--- src/rtl/mac_tx_fcs_inserter.sv ---
// TX MAC stage: forwards frame bytes, zero-pads short frames, and appends the
// 4-byte Ethernet FCS (reflected CRC-32) behind a single output register.
module mac_tx_fcs_inserter #(
    parameter int PAD_EN      = 1,
    parameter int MIN_FRAME_B = 60
) (
    input  logic       clk,
    input  logic       rst_n,
    input  logic [7:0] s_data,
    input  logic       s_valid,
    input  logic       s_last,
    output logic       s_ready,
    output logic [7:0] m_data,
    output logic       m_valid,
    output logic       m_last,
    input  logic       m_ready
);

    typedef enum logic [1:0] {IDLE, DATA, PAD, FCS} state_t;

    localparam logic [5:0] MIN_CNT = 6'(MIN_FRAME_B);
    localparam bit         PAD_ON  = (PAD_EN != 0);

    state_t      state;
    logic [31:0] crc;
    logic [5:0]  byte_cnt;
    logic [5:0]  cnt_inc;
    logic [1:0]  fcs_idx;
    logic [31:0] crc_n;
    logic [7:0]  fcs_byte;
    logic        slot_free;

    function automatic logic [31:0] crc_byte(input logic [31:0] c, input logic [7:0] d);
        logic [31:0] r;
        r = c ^ {24'h0, d};
        for (int unsigned i = 0; i < 8; i++)
            r = r[0] ? ((r >> 1) ^ 32'hEDB88320) : (r >> 1);
        return r;
    endfunction

    assign slot_free = !m_valid || m_ready;
    // Held low during reset even though state already reads IDLE.
    assign s_ready   = rst_n && (state == IDLE || state == DATA) && slot_free;
    assign cnt_inc   = (byte_cnt < MIN_CNT) ? byte_cnt + 6'd1 : byte_cnt;
    assign crc_n     = ~crc;

    always_comb begin
        fcs_byte = '0;
        unique case (fcs_idx)
            2'd0: fcs_byte = crc_n[7:0];
            2'd1: fcs_byte = crc_n[15:8];
            2'd2: fcs_byte = crc_n[23:16];
            2'd3: fcs_byte = crc_n[31:24];
        endcase
    end

    always_ff @(posedge clk or negedge rst_n) begin
        if (!rst_n) begin
            state    <= IDLE;
            crc      <= '1;
            byte_cnt <= '0;
            fcs_idx  <= '0;
            m_data   <= '0;
            m_valid  <= 1'b0;
            m_last   <= 1'b0;
        end else if (slot_free) begin
            m_valid <= 1'b0;
            m_last  <= 1'b0;
            unique case (state)
                IDLE, DATA: begin
                    if (s_valid) begin
                        m_data   <= s_data;
                        m_valid  <= 1'b1;
                        crc      <= crc_byte(crc, s_data);
                        byte_cnt <= cnt_inc;
                        if (!s_last)
                            state <= DATA;
                        else if (PAD_ON && cnt_inc < MIN_CNT)
                            state <= PAD;
                        else
                            state <= FCS;
                    end
                end
                PAD: begin
                    m_data   <= '0;
                    m_valid  <= 1'b1;
                    crc      <= crc_byte(crc, 8'h00);
                    byte_cnt <= cnt_inc;
                    if (cnt_inc >= MIN_CNT)
                        state <= FCS;
                end
                FCS: begin
                    m_data  <= fcs_byte;
                    m_valid <= 1'b1;
                    m_last  <= (fcs_idx == 2'd3);
                    fcs_idx <= fcs_idx + 2'd1;
                    if (fcs_idx == 2'd3) begin
                        state    <= IDLE;
                        crc      <= '1;
                        byte_cnt <= '0;
                    end
                end
            endcase
        end
    end

endmodule
--- config.mk ---
export PLATFORM = sky130hd
export DESIGN_NAME = mac_tx_fcs_inserter
export DESIGN_NICKNAME = d
export VERILOG_FILES = /design/src/rtl/mac_tx_fcs_inserter.sv
export SDC_FILE = /design/constraint.sdc
export NUM_CORES = 1
export LEC_CHECK = 0
export CORE_ASPECT_RATIO = 0.6
export CORE_MARGIN = 3
export CORE_UTILIZATION = 55
export CTS_CLUSTER_DIAMETER = 200
export CTS_CLUSTER_SIZE = 25
export DETAILED_ROUTE_END_ITERATION = 10
export PLACE_DENSITY = 0.8
export SYNTH_ARGS = -nofsm -noshare
export SYNTH_HDL_FRONTEND = slang
export SYNTH_SLANG_ARGS = --single-unit
--- constraint.sdc ---
create_clock -name clk -period 2.1 [get_ports clk]
set_input_delay 0.42 -clock clk [delete_from_list [all_inputs] [get_ports clk]]
set_output_delay 0.42 -clock clk [all_outputs]
set_load 0.01 [all_outputs]
-- Yosys cells after proc, flatten, opt, wreduce, memory -nomap -nowiden
Index checks and enable logic that the tools add are counted.
- bits of input ports: 13
- register bits after elaboration: 52
- word-level logic and storage cells: 87
- output and inout port bits: 11
- reduce and logical (&&, ||, !) cells: 13
- mux-type cells: 35
- bitwise gates (word level): 18
- order comparisons: 3
- $add $sub $neg: 2
- equal/unequal tests: 9
- operators with widths (cell ; count):
    $mux 32 ; 18
    $not 13->14 ; 16
    $pmux 32 s3 ; 1
    $not 32->32 ; 1
    $pmux 8 s4 ; 1
    $xor 32x8->32 ; 1
    $pmux 8 s3 ; 1
    $mux 6 ; 3
    $pmux 6 s3 ; 1
    $lt 6x6->1 const B ; 2
    $eq 2x2->1 const B ; 4
    $mux 2 ; 4
    $mux 8 ; 1
    $add 6x1->6 const B ; 1
    $ge 6x6->1 const B ; 1
    $ne 2x2->1 const B ; 3
    $pmux 2 s3 ; 1
    $eq 2x1->1 const B ; 2
    $logic_not 2->1 ; 2
    $reduce_and 2->1 ; 2
    $reduce_and 4->1 ; 1
    $reduce_or 2->1 ; 2
    $mux 1 ; 3
    $reduce_and 3->1 ; 1
    other kinds (5) ; 7

-- Logic depth before layout (Yosys ltp)
Gate-level depths: netlist of run 1.
- depth after elaboration: 19
- gate-level depth with buffers: 8

-- Worst setup path after synthesis of run 1
OpenSTA, ideal clock, no wires.
- path kind: register -> register
- start point: register crc[2]
- end point: register crc[19]
- library setup time: 0.069 ns
- path slack: 0.093 ns
- period minus slack after synthesis: 2.007 ns
- path buffers: 1
- arrival: 1.938 ns
- cell stages (with the launch flop): 7
- cell sequence: dfstp_2 > buf_2 > xnor2_4 > xor3_2 > xnor3_1 > and2_1 > o21ai_2
- cells in the longest elaborated chain, start to end: 15
- elaborated cells on any way between the ends: 27
- classes of those cells: 18 x mux; 9 x bitwise
- RTL lines (what ; RTL line ; RTL):
    start: declaration ; 25 ; logic [31:0] crc;
    start signal: assignment ; 74 ; crc <= crc_byte(crc, s_data);
    start signal: assignment ; 87 ; crc <= crc_byte(crc, 8'h00);
    $xor 32x8->32 ; 35 ; r = c ^ {24'h0, d};
    $mux 32 (3 in series) ; 37 ; r = r[0] ? ((r >> 1) ^ 32'hEDB88320) : (r >> 1);
    $not 13->14 (no source line) ; - ;
    $mux 32 (2 in series) ; 37 ;
    $not 13->14 (no source line) ; - ;
    $mux 32 ; 37 ;
    $not 13->14 (no source line) ; - ;
    $mux 32 ; 37 ;
    $not 13->14 (no source line) ; - ;
    $mux 32 ; 37 ;
    $mux 32 ; 71 ; if (s_valid) begin
    $pmux 32 s3 (*) ; 69 ; unique case (state)
Mark *: on every way between the ends. The rest lies on a longest branch, timed or not. The select of a mux whose other input is x is not followed.
A chain may end at the register's enable or synchronous reset.

-- Worst setup path after layout of run 1
- start point: register fcs_idx[1]
- end point: register m_data[4]
- cells in the longest elaborated chain, start to end: 3
- elaborated cells on any way between the ends: 6
- classes of those cells: 3 x eq/ne; 2 x mux; 1 x reduce/logical
- RTL lines (what ; RTL line ; RTL):
    start: declaration ; 28 ; logic [1:0] fcs_idx;
    start signal: assignment ; 96 ; fcs_idx <= fcs_idx + 2'd1;
    $eq 2x2->1 (tied with other cells) ; 49 ; unique case (fcs_idx)
    $pmux 8 s4 (*) ; 49 ;
    $pmux 8 s3 (*) ; 69 ;
    end signal: assignment ; 72 ; m_data <= s_data;
    end signal: assignment ; 93 ; m_data <= fcs_byte;
    end: declaration ; 13 ; output logic [7:0] m_data,
Mark *: on every way between the ends. The rest lies on a longest branch, timed or not.

==> metrics.txt, run 1 <==
Yosys top cell area share=0.205; synthesized area=approximately 4100 sq um; final max-slew violation count=0; WS Path Type=flop to flop; pin count of the biggest net entering global routing=53; DRC=0; synth top area cells=dfstp_2 (21%), xnor2_1 (17%), dfrtp_1 (12%); Slew @ Worst Pin=702 ps; layout cell share with drive strength beyond 1=0.259; hpwl dp=9730 um; CTS tree=done; worst skew pair latency=300 ps; Vias/cell=5.98; CTS clk-pin slew, worst paths=80 ps; CTS H-tree depth=2; initial DRC count=between 400 and 500; RSZ-0062 raised after global routing=yes; Mean Syn Cell Area=9.71 sq um; fmax=490 MHz; number of flops mapped to enable cells by yosys=0; Final Hold Vio Count=0; die area=8560 sq um; placed inst area=4810 sq um; # clock sinks=52; biggest area consumer among synthesized cells=dfstp_2; Ys Warns=0; Post-CTS Setup Inserts=0; fin nets=507; post-synth cell types=48; DIE HEIGHT=around 73 um; IO Port Bufs=23; post-synthesis sequential area ratio=0.327; routed wire length=~13000 um; first-pass GRT wire length=19800 um; CORE AREA=6940 sq um; WL per Instance=21.5 um; design area=4970 sq um; standard-cell rows=23; pre-CTS WS=-253 ps; status=complete, no violations; GRT overflow=0; syn nets=440; GRT Util Overall=0.306; Async SR Flop Fraction=1.00; gpl congestion=0.967; nature of the critical path endpoint=flop; layout overhead on the synthesized area=21.4%; Final Util=0.717; Final Skew=9.76 ps; type of origin of the critical path=flop; initial antenna violation count=0; Initial Util=0.591; Slew HR=0.532; maxcap violations=0; CP Data Required Time=2290 ps; Main synth FF type=dfstp_2; Cells after Synth=roughly 420; Tcrit/Tclk final=0.973; register bit count reported by yosys=52; DRT Pass-1 Iters=5; root buffer cell=clkbuf_16; smallest hold slack=around 360 ps; Final min period=between 2000 and 2500 ps; ant diodes=0; CP Max Fanout=5; Worst Setup Slack, final=between 50 and 60 ps; die span in x=117 um; Final ANT Viol Nets=0; vias=3530; worst-case clock buffer depth=2; CTS Buf Count=5; WP data arrival=2230 ps; HP Class=input port to asynchronous set/reset pin; Ports=24; Final Setup Violations=0; vias in the first global route=3510
==> timing repair <==
action / 4_1_cts / 5_1_grt
hold buffers: 0 / 0
setup endpoints to repair: 2 / 21
gates cloned: 0 / 0
resized for setup: 2 / 9
pin swaps: 0 / 2
==> Yosys cell counts (all sizes together), types with 2 or more instances <==
cell type,instances
buf,11
a21oi,36
dfstp,32
xor2,33
a31oi,3
clkbuf,14
nand3,3
nand2,24
o22ai,21
a2111oi,8
a41oi,2
nor2,26
o2bb2ai,2
inv,12
and2,3
o221ai,4
xnor3,3
o21ai,26
ha,5
xor3,2
nor2b,17
dfrtp,20
nand2b,3
a211oi,8
xnor2,90
o211ai,3
==> sequential cells by signal, indices dropped and copies added (netlist names) <==
name,cells
fcs_idx,2
crc,32
m_data,8
m_last,1
m_valid,1
byte_cnt,6
state,2
==> cells by family after synthesis <==
logic type	count (synthesis)	share of synthesized area
AOI/OAI and AO/OA	118	0.178
xor gates and xnor gates	128	0.343
adders and majority gates	5	0.0153
buffers and inverters	37	0.0394
DFF	52	0.327
muxes	2	0.00519
and+or+nand+nor	80	0.0919
==> path summary, 6_finish.rpt <==
path | end | cells after the start | slack (ps) | startpoint
hold reg to reg | m_last$_DFFE_PN0N_ | 1 | 480 | m_last$_DFFE_PN0N_
min in group clk | m_last$_DFFE_PN0N_ | 1 | 480 | m_last$_DFFE_PN0N_
hold / removal | byte_cnt[2]$_DFFE_PN0P_ | 2 | 360 | rst_n
setup / recovery | m_data[4]$_DFFE_PN0P_ | 7 | 60 | fcs_idx[1]$_DFFE_PN0P_
max in group asynchronous | m_data[5]$_DFFE_PN0P_ | 2 | 1280 | rst_n
setup reg to reg | m_data[4]$_DFFE_PN0P_ | 7 | 60 | fcs_idx[1]$_DFFE_PN0P_
==> stage by stage <==
step / setup TNS [ps] / instances
4_1_cts: 0 / 590
3_5_place_dp: -3880 / 582
6_report: 0 / 590
3_3_place_gp: -2820 / 582
2_1_floorplan: 0 / 422
5_1_grt: -55.5 / 590
==> critical path: stages (launching register included) <==
cell and delay, ps:
dfrtp_1 370, inv_1 80, ha_1 300, buf_4 210, a2111oi_0 530, a211oi_1 90
a21oi_1 240, a21oi_1 100
==> layer usage <==
metal	vias to the layer above	global-route usage	wire length [um]
met5	-	0	0
met4	0	0.0571	155
met3	20	0.0930	1560
met2	189	0.448	5340
met1	1737	0.453	5630
li1	1584	-	-
==> area by class of cell <==
class	count	area, sq um
clock buffers	6	129
inverters	12	45.0
flip-flops and latches	52	1340
repair buffers	85	702
multi-input cells	333	2620
well taps	100	125
clock inverters	2	12.5
fillers	507	1960
==> placed cells by master, fill, tap and decap left out, drive strengths merged, types with 2 or more instances in the layout <==
cell type      synthesis  final
xnor2                 90     90
buf                   11     63
a21oi                 36     36
xor2                  33     33
dfstp                 32     32
nor2                  26     26
o21ai                 26     26
nand2                 24     24
o22ai                 21     21
clkdlybuf4s50          0     21
dfrtp                 20     20
nor2b                 17     17
inv                   12     12
a211oi                 8      8
a2111oi                8      8
clkbuf                14      6
ha                     5      5
o221ai                 4      4
nand2b                 3      3
o211ai                 3      3
and2                   3      3
nand3                  3      3
a31oi                  3      3
xnor3                  3      3
o2bb2ai                2      2
a41oi                  2      2
xor3                   2      2
Power of run 1 is not shown: default switching activity piles up to over one toggle a cycle in this logic, so the estimate is an artifact.
==> run 2, diff against run 1 <==
Settings changed: CAP_MARGIN from default to 0.
==> results of run 2 <==
Final layout, timing and power as in run 1 (identical DEF).
Power of run 2 is left out for the same reason.
==> run 3, diff against run 2 <==
Settings changed: PLACE_DENSITY 0.8 to 0.86, SETUP_SLACK_MARGIN from default to 0.15.
==> run 3 against run 2 <==
  * Clock skew shrank 2.2 ps
  * Critical path type unchanged
  * Flip-flop and latch count is the same
  * Critical endpoint is now crc[29]$_DFFE_PN1P_
  * Fmax is 0.33% higher
  * Setup slack gained 6.8 ps
  * Clock-buffer cell count down 1
  * Via count up 5.2%
  * Worst hold slack worse by 19 ps
  * First-iteration DRC count rose by 15%
==> metrics.txt, run 3 (synthesis gave the netlist of run 1 again) <==
Crit path depth=7 (unchanged); worst-case clock buffer depth=2 (unchanged); CTS Buf Count=5 (unchanged); max layer used=met4 (unchanged); Crit path largest cell delay=610 ps (was 530 ps); layout cell share with drive strength beyond 1=0.327 (was 0.259); initial DRC count=478 (was 416); vias=3713 (was 3530); fmax=491 MHz (was 490 MHz); type of origin of the critical path=flop (unchanged); Vias/cell=6.14 (was 5.98); top flop regs=crc x32, m_data x8, byte_cnt x6 (unchanged); routed wire length=13700 um (was 12700 um); WP data arrival=2270 ps (was 2230 ps); gpl congestion=0.994 (was 0.967); crit path buf inv count=2 (unchanged); cts hold-fix bufs=0 (unchanged); setup tns final=0 ps (unchanged); initial antenna violation count=0 (unchanged); final max-slew violation count=0 (unchanged); pre-CTS WS=-240 ps (was -253 ps); Final ANT Viol Nets=0 (unchanged); worst skew pair latency=310 ps (was 300 ps); met2 routed WL=6020 um (was 5340 um); # clock sinks=52 (unchanged); ant diodes=0 (unchanged); die span in x=117 um (unchanged); fillcell total=420 (was 507); fin nets=522 (was 507); CP Max Fanout=7 (was 5); most common cell after layout, fill and taps aside=xnor2_1 (unchanged); largest delay contributor family on the critical path=flip-flops (was compound AO/OA/AOI/OAI gates); highest-delay cell along the critical path=dfstp_2 (was a2111oi_0); root buffer cell=clkbuf_16 (unchanged); DRC=0 (unchanged); WL met1=5960 um (was 5630 um); Biggest register=crc (unchanged); Ports=24 (unchanged); DIE HEIGHT=72.9 um (unchanged); Worst Setup Slack, final=64.0 ps (was 57.2 ps); status=complete, no violations (unchanged); WL met3=1390 um (was 1560 um); CORE AREA=6940 sq um (unchanged); Slew @ Worst Pin=669 ps (was 702 ps); standard-cell rows=23 (unchanged); layout overhead on the synthesized area=31.2% (was 21.4%); max reg flops=32 (unchanged); DRT Pass-1 Iters=5 (unchanged); R2R cell count=7 (unchanged); Final Skew=7.52 ps (was 9.76 ps); Initial Util=0.591 (unchanged); WL per Instance=22.6 um (was 21.5 um); HP Class=input port to asynchronous set/reset pin (unchanged); RSZ-0062 raised after global routing=yes (unchanged); hpwl dp=9030 um (was 9730 um); Final Hold Vio Count=0 (unchanged); Tcrit/Tclk final=0.970 (was 0.973); WS Path Type=flop to flop (unchanged); pin count of the biggest net entering global routing=53 (unchanged); die area=8560 sq um (unchanged); first-pass GRT wire length=20200 um (was 19800 um); CTS H-tree depth=2 (unchanged); Final Setup Violations=0 (unchanged); CP Data Required Time=2330 ps (was 2290 ps); GRT Util Overall=0.309 (was 0.306); most frequent cells in the layout=xnor2_1 (76), buf_4 (71), a21oi_1 (36) (was xnor2_1 (81), buf_4 (61), a21oi_1 (36)); CTS clk-pin slew, worst paths=70 ps (was 80 ps); smallest hold slack=340 ps (was 358 ps); crit path cell chain=buf_6 > xnor2_4 > xor2_1 > buf_4 > xnor2_1 > o21ai_0 > o21ai_2 (was inv_1 > ha_1 > buf_4 > a2111oi_0 > a211oi_1 > a21oi_1 > a21oi_1); IO Port Bufs=23 (unchanged); r2r setup slk=60 ps (about the same); maxcap violations=0 (unchanged); nature of the critical path endpoint=flop (unchanged); GRT overflow=0 (unchanged); Final min period=2040 ps (about the same); Slew HR=0.554 (was 0.532); vias in the first global route=3704 (was 3510); CTS tree=done (unchanged)
-- run 3: through the flow --
| step | utilization | std cells | cell area [sq um] |
|---|---|---|---|
| final | 0.776 | 605 | 5380 |
| after CTS | 0.729 | 591 | 5060 |
| after global routing | 0.776 | 605 | 5380 |
| after detailed placement | 0.693 | 578 | 4800 |
| after floorplan | - | 422 | 4130 |
| after global placement | 0.693 | 578 | 4800 |
-- run 3: final cells by class --
type                       count  area, sq um  share of cell area
inverter                      12         45.0             0.00837
sequential                    52         1350               0.251
timing repair buffer         100          863               0.161
clock inverter                 3         46.3             0.00861
clock buffer                   5          125              0.0233
multi-input combinational    333         2830               0.525
tap                          100          125              0.0233
-- run 3: worst paths after layout --
path,startpoint,to
max in group asynchronous,rst_n,fcs_idx[0]$_DFFE_PN0P_
setup reg to reg,crc[1]$_DFFE_PN1P_,crc[29]$_DFFE_PN1P_
hold reg to reg,m_last$_DFFE_PN0N_,m_last$_DFFE_PN0N_
hold / removal,rst_n,byte_cnt[4]$_DFFE_PN0P_
setup / recovery,crc[1]$_DFFE_PN1P_,crc[29]$_DFFE_PN1P_
min in group clk,m_last$_DFFE_PN0N_,m_last$_DFFE_PN0N_
-- run 3: repair_timing --
action,CTS,global route
setup endpoints to repair,23,33
pin swaps,7,10
resized for setup,14,37
setup buffers,5,14
-- run 3: per-layer routing --
layer / vias to the layer above / track usage
met5: - / 0
met4: 0 / 0.110
met3: 35 / 0.0937
met2: 247 / 0.451
met1: 1814 / 0.438
li1: 1617 / -
Power of run 3 is left out for the same reason.
